[src/rtl/pipe_skid_stage.sv]
// pipe_skid_stage
//   Ready/valid pipeline register that replaces fixed inter-stage registers
//   and per-stage enable wiring. The payload is opaque and passed bit-exact.
//   SKID=1 keeps two entries so in_ready can come from a flop while
//   sustaining one payload per cycle. SKID=0 keeps one entry, and its
//   in_ready is combinational.
//
// Ports
//   clk        rising-edge clock
//   rst        asynchronous active-low reset
//   flush      synchronous clear of all entries; has the highest priority
//   in_valid   upstream payload valid
//   in_ready   stage can accept (in_fire = in_valid & in_ready)
//   in_data    upstream payload
//   out_valid  out_data holds a valid payload
//   out_ready  downstream accepts (out_fire = out_valid & out_ready)
//   out_data   payload to the next stage
//   occupancy  entries held: 0..2, or 0..1 when SKID=0
module pipe_skid_stage #(
    parameter int unsigned            DATA_WIDTH  = 32,
    parameter int unsigned            SKID        = 1,
    parameter logic [DATA_WIDTH-1:0]  RESET_VALUE = '0
) (
    input  logic                  clk,
    input  logic                  rst,
    input  logic                  flush,
    input  logic                  in_valid,
    output logic                  in_ready,
    input  logic [DATA_WIDTH-1:0] in_data,
    output logic                  out_valid,
    input  logic                  out_ready,
    output logic [DATA_WIDTH-1:0] out_data,
    output logic [1:0]            occupancy
);

    typedef enum logic [1:0] {
        EMPTY = 2'd0,
        BUSY  = 2'd1,
        FULL  = 2'd2
    } state_t;

    logic in_fire;
    logic out_fire;

    assign in_fire  = in_valid & in_ready;
    assign out_fire = out_valid & out_ready;

    generate
        if (SKID != 0) begin : g_skid
            state_t                state_q, state_d;
            logic [DATA_WIDTH-1:0] main_q, skid_q;
            logic                  ready_q;
            logic                  load_main, load_skid, main_from_skid;

            always_comb begin
                state_d        = state_q;
                load_main      = 1'b0;
                load_skid      = 1'b0;
                main_from_skid = 1'b0;
                case (state_q)
                    EMPTY: begin
                        if (in_fire) begin
                            state_d   = BUSY;
                            load_main = 1'b1;
                        end
                    end
                    BUSY: begin
                        if (in_fire && out_fire) begin
                            load_main = 1'b1;
                        end else if (in_fire) begin
                            state_d   = FULL;
                            load_skid = 1'b1;
                        end else if (out_fire) begin
                            state_d = EMPTY;
                        end
                    end
                    FULL: begin
                        // The skid entry drains into the output register.
                        // in_ready is low here, so there is no new payload to place.
                        if (out_fire) begin
                            state_d        = BUSY;
                            load_main      = 1'b1;
                            main_from_skid = 1'b1;
                        end
                    end
                    default: state_d = EMPTY;
                endcase
                // A flush drops everything, including a same-cycle in_fire.
                // The data registers keep their contents; they are don't-care while invalid.
                if (flush) begin
                    state_d   = EMPTY;
                    load_main = 1'b0;
                    load_skid = 1'b0;
                end
            end

            // in_ready is registered from the next state, so the upstream
            // stage never sees a combinational path through this stage.
            always_ff @(posedge clk or negedge rst) begin
                if (!rst) begin
                    state_q <= EMPTY;
                    ready_q <= 1'b1;
                end else begin
                    state_q <= state_d;
                    ready_q <= (state_d != FULL);
                end
            end

            always_ff @(posedge clk or negedge rst) begin
                if (!rst) begin
                    main_q <= RESET_VALUE;
                    skid_q <= RESET_VALUE;
                end else begin
                    if (load_main) main_q <= main_from_skid ? skid_q : in_data;
                    if (load_skid) skid_q <= in_data;
                end
            end

            assign in_ready  = ready_q;
            assign out_valid = (state_q != EMPTY);
            assign out_data  = main_q;
            assign occupancy = (state_q == FULL) ? 2'd2 :
                               (state_q == BUSY) ? 2'd1 : 2'd0;
        end else begin : g_single
            logic                  valid_q;
            logic [DATA_WIDTH-1:0] main_q;

            // The single entry can be replaced on the same edge it is consumed.
            assign in_ready = ~valid_q | out_ready;

            always_ff @(posedge clk or negedge rst) begin
                if (!rst) begin
                    valid_q <= 1'b0;
                end else if (flush) begin
                    valid_q <= 1'b0;
                end else if (in_fire) begin
                    valid_q <= 1'b1;
                end else if (out_fire) begin
                    valid_q <= 1'b0;
                end
            end

            always_ff @(posedge clk or negedge rst) begin
                if (!rst) begin
                    main_q <= RESET_VALUE;
                end else if (in_fire && !flush) begin
                    main_q <= in_data;
                end
            end

            assign out_valid = valid_q;
            assign out_data  = main_q;
            assign occupancy = {1'b0, valid_q};
        end
    endgenerate

endmodule
[config.mk]
export PLATFORM = sky130hd
export DESIGN_NAME = pipe_skid_stage
export DESIGN_NICKNAME = d
export VERILOG_FILES = /design/src/rtl/pipe_skid_stage.sv
export SDC_FILE = /design/constraint.sdc
export NUM_CORES = 1
export LEC_CHECK = 0
export ABC_CLOCK_PERIOD_IN_PS = 1900
export BUFFER_PORTS_ARGS = -buffer_cell sky130_fd_sc_hd__clkbuf_2
export CAP_MARGIN = 15
export CORE_ASPECT_RATIO = 1.2
export CORE_UTILIZATION = 48
export DETAILED_ROUTE_END_ITERATION = 6
export HOLD_SLACK_MARGIN = 0.02
export PLACE_DENSITY = 0.85
export SYNTH_ARGS = -nofsm -noshare
export SYNTH_HDL_FRONTEND = slang
export SYNTH_SLANG_ARGS = --single-unit
[constraint.sdc]
create_clock -name clk -period 1.9 [get_ports clk]
set_clock_uncertainty 0.1 [all_clocks]
set_input_delay 0.57 -clock clk [delete_from_list [all_inputs] [get_ports clk]]
set_output_delay 0.57 -clock clk [all_outputs]
set_load 0.005 [all_outputs]
=== Yosys cells after proc, flatten, opt, wreduce, memory -nomap -nowiden ===
Cells that the tools add are included.

* Reductions and logical operators: 3
* Bitwise operators: 2
* Equal/unequal tests: 3
* Mux-type cells: 19

{| class="wikitable"
|+ Operators by type and width
! kind !! number
|-
| $mux 32 || 1
|-
| $mux 2 || 7
|-
| $mux 1 || 9
|-
| $pmux 2 s3 || 1
|-
| $pmux 1 s3 || 1
|-
| $and 1x1->1 || 2
|-
| $eq 2x1->1 const B || 1
|-
| $eq 2x2->1 const B || 1
|-
| $logic_not 2->1 || 1
|-
| $ne 2x2->1 const B || 1
|-
| $reduce_bool 2->1 || 1
|-
| $logic_and 1x1->1 || 1
|}

* Register bits: 67
* Input bits: 37
* Output and inout port bits: 36
* Logic and storage cells: 31

=== Logic depth before layout (Yosys ltp) ===
* Depth in word-level cells: 8
* Mapped depth: 7
* Mapped depth without buffers: 5

=== Worst setup path after synthesis ===
OpenSTA, ideal clock, no wires.

* Path kind: input port to flip-flop
* From: in in_valid
* To: reg g_skid.skid_q[10]
* Required time: 1675 ps
* Slack: 119 ps
* Buffers on the path: 2
* Arrival time: 1555 ps
* Stages on the path: 5
* Library setup time: 125 ps
* Cell sequence: nand4b_1 > or3_1 > buf_2 > buf_6 > mux2_4

* Longest elaborated chain between the ends: 5
* Elaborated cells between the ends (all ways): 6
* Classes of those cells: mux: 4; bitwise: 1; reduce/logical: 1

{| class="wikitable"
|+ RTL lines
! item !! line !! RTL
|-
| from (decl) || 27 || <nowiki>input logic in_valid,</nowiki>
|-
| $and 1x1->1 (*) || 45 || <nowiki>assign in_fire = in_valid & in_ready;</nowiki>
|-
| $mux 1 / $logic_and 1x1->1 (equally long branches) || 70, 68 ||
|-
| $mux 1 (*) || 68 || <nowiki>if (in_fire && out_fire) begin</nowiki>
|-
| $mux 1 (*) || 60 || <nowiki>case (state_q)</nowiki>
|-
| $mux 1 (*) || 90 || <nowiki>if (flush) begin</nowiki>
|-
| to (signal assigned) || 115 || <nowiki>if (load_skid) skid_q <= in_data;</nowiki>
|-
| to (decl) || 51 || <nowiki>logic [DATA_WIDTH-1:0] main_q, skid_q;</nowiki>
|}

Mark *: on every way between the ends. The rest lies on a longest branch, timed or not.
A chain may end at the register's enable or synchronous reset.

=== Final worst setup path ===
* From: reg g_skid.state_q[1]
* To: out out_valid

* Longest elaborated chain between the ends: 1

{| class="wikitable"
|+ RTL lines
! item !! line !! RTL
|-
| from (decl) || 50 || <nowiki>state_t state_q, state_d;</nowiki>
|-
| from (signal assigned) || 104 || <nowiki>state_q <= state_d;</nowiki>
|-
| $reduce_bool 2->1 || 120 || <nowiki>assign out_valid = (state_q != EMPTY);</nowiki>
|-
| to (decl) || 30 || <nowiki>output logic out_valid,</nowiki>
|}

Every way passes these cells.

==> summary.txt <==
Clock network
  – Htree depth: 3
  – Max Root-Sink Buffers: 2
  – Clock tree sinks: 67
  – CTS clk-pin slew, worst paths: 0.08 ns
  – Clock root buffer: clkbuf_8
  – Worst-skew pair later-pin latency: 0.35 ns
  – CTS tree: built
  – CTS Buf Count: 9

Synthesis
  – Post-synth top area share: 56.1%
  – Mapped Area: 0.00294 mm2
  – Mean post-synth cell area: 11.2 um2
  – Post-synth EDFFs: 0
  – Count leader, synth: dfrtp_1
  – Netlist cell types: 23
  – Largest area contributor in the netlist: dfrtp_1
  – Post-synth net total: 299
  – Top post-synthesis cells by area: dfrtp_1 56%, mux2_4 15%, nand2_1 8.3%
  – Synth Instances: 262
  – Most used DFF post-synth: dfrtp_1
  – Register bit total from synthesis: 67
  – Adder-Cell Fraction of Synth Area: 0%
  – Yosys warnings: 0
  – Synth Area in Simple Gates: 15.1%
  – XOR/XNOR share of the synthesized area: 0%
  – Mux share of post-synthesis cell area: 16.1%
  – Largest family of logic cells by synthesized area: multiplexers
  – Seq/Total Area, Yosys: 57.0%
  – Async set-reset flop share out of synthesis: 100%
  – Compound-gate portion of the synthesized area: 8.29%
  – Synth top cells by count: 66 x dfrtp_1, 65 x nand2_1, 33 x a31oi_1

Global routing
  – M3 GR Usage: 4.72%
  – Pin count of the biggest net entering global routing: 68
  – First-pass GRT wire length: 10400 um
  – Initial antenna violation count: 0
  – GRT Max-Usage Layer: met2
  – GRT met2 Usage: 34.8%
  – Congestion Overflow GR: 0
  – All-Layer GR Usage: 21.7%
  – Vias in the first global route: 2139
  – Met1 GRT Util: 28.2%

Final layout
  – Register area: 0.00168 mm2
  – Nets: 386
  – Fillers: 487
  – Multi-input logic area: 0.00118 mm2
  – Util after Layout: 66.1%
  – Syn-to-layout area delta: 29.8%
  – Layout cells sized above 1: 41.5%
  – Antenna cells: 0

STA
  – Least-Margin Pin Slew: 0.387 ns
  – Relative slew slack: 74.2%
  – Setup tns final: 0 ns
  – Final Cycle Share: 97.4%
  – Fin. max-slew vios: 0
  – F_max: 540 MHz
  – Hold Violations, Final: 0
  – Period minus WS final: 1.85 ns
  – Setup violators final: 0

Worst setup path
  – Cell count of the worst reg-to-reg path: 8
  – CP arrival: 1.18 ns
  – CP required: 1.23 ns
  – CP endpoint kind: output port
  – WP depth: 3
  – CP peak stage delay: 0.39 ns
  – Worst Path Buf+Inv: 2
  – Cell Chain, Critical Path: buf_6, or2_4, clkbuf_2
  – Worst setup path class: register to output port
  – Crit path max fanout: 4
  – Slowest library cell on the worst path: dfrtp_1
  – CP startpoint kind: register
  – Top delay family on crit path: flip-flops

Floorplan
  – Num rows: 30
  – Core ar.: 0.00578 mm2
  – Starting density of the core: 50.9%
  – Die X: 73.5 um
  – Die Ht: 87.8 um
  – Die ar.: 0.00645 mm2
  – # IOs: 73

Route
  – Antenna Nets Post-Route: 0
  – 1st-iter DRT viols: 229
  – Drt total wl: 6610 um
  – Drt pass-1 iters: 4
  – Via density: 5.03
  – Residual DRC count: 0
  – Total number of vias: 2183
  – Routed WL per cell: 15.2 um

Pwr
  – Max VDD drop: 0.707 mV
  – Leak pwr: 1.92 nW
  – Total Power: 4.16 mW
  – Cell Pwr Density: 1090 mW/mm2

Status
  – Status: finished, final reports clean

Job
  – MaxCap Viol Count: 0

Placed design
  – HPWL after detailed placement: 4110 um
  – I/O Buffers: 72
  – Routability Congestion: 0.739

Hold path
  – Worst min path class: input port to asynchronous set/reset pin
## state kept, by name (all words and copies together), names as in the netlist
register,count
g_skid.state_q,2
g_skid.skid_q,32
out_data,32
in_ready,1
## layout by cell type, fill, tap and decap left out
master      instances
clkbuf_2           71
nand2_1            65
dfrtp_1            65
a31oi_1            33
nor2_1             32
mux2_4             30
buf_4              12
clkbuf_8            9
buf_12              5
clkinv_4            4
inv_1               2
nand3b_1            2
nand4b_1            2
mux2_2              2
bufinv_16           2
clkbuf_16           2
buf_6               2
nand2b_1            1
nand3_1             1
a21o_1              1
nand4bb_4           1
nor2b_1             1
a211o_1             1
a31oi_4             1
and2_1              1
or3_4               1
or2_4               1
clkinvlp_4          1
dfrtp_2             1
dfstp_2             1
buf_2               1
## path summary, 6_finish.rpt
check                                   from          endpoint  slack (ns)
setup / recovery           g_skid.state_q[1]         out_valid        0.05
hold / removal                           rst  g_skid.skid_q[8]        0.12
setup reg to reg           g_skid.state_q[1]       out_data[1]        0.07
max in group asynchronous                rst      out_data[11]        1.27
hold reg to reg             g_skid.skid_q[0]  g_skid.skid_q[0]        0.42
min in group clk                 in_data[18]      out_data[18]        0.36
## per-layer routing
metal	up-vias	wire length (um)
li1	1063	-
met1	1064	2930
met2	46	3350
met3	10	227
met4	0	102
met5	-	0
## worst register-to-register path, delay by kind of cell, from the launching register on
family | cells | cell delay (ns)
AOI/OAI and AO/OA | 2 | 0.43
and+or+nand+nor | 2 | 0.26
buffers and inverters | 4 | 0.59
DFF | 1 | 0.39
## where the power goes
group	internal [mW]	total, mW	switching, mW
Combinational	0.536	0.860	0.324
Sequential	1.77	1.97	0.201
Clock	0.747	1.32	0.578
## per-stage QoR
stage	instances	worst slack, ns	instance area (um2)	hold slack, ns
after floorplan	262	0.119	2940	0.174
final	434	0.0489	3820	0.116
after global placement	411	-0.0856	3480	0.387
after detailed placement	411	-0.128	3480	0.392
after CTS	428	0.00943	3720	0.138
after global routing	434	-0.00827	3820	0.151
## logic make-up after synthesis
kind of cell / after synthesis
simple gates: 108
flops: 67
compound gates: 36
mux: 32
buf+inv: 19
## layout make-up
| type | count | area share, % |
|---|---|---|
| clock buffers | 9 | 3.24 |
| clock inverters | 7 | 2.68 |
| inverters | 2 | 0.196 |
| multi-input cells | 176 | 31.0 |
| flip-flops and latches | 67 | 43.9 |
| well taps | 80 | 2.62 |
| repair buffers | 93 | 16.3 |
## timing repair
action,in CTS,in global routing
cloned,0,2
hold buffers,0,0
endpoints found under the setup margin,1,29
buffers inserted,1,4
pin swaps,0,2
resized for setup,2,4
Note: power is estimated with default switching activity, not from simulation.
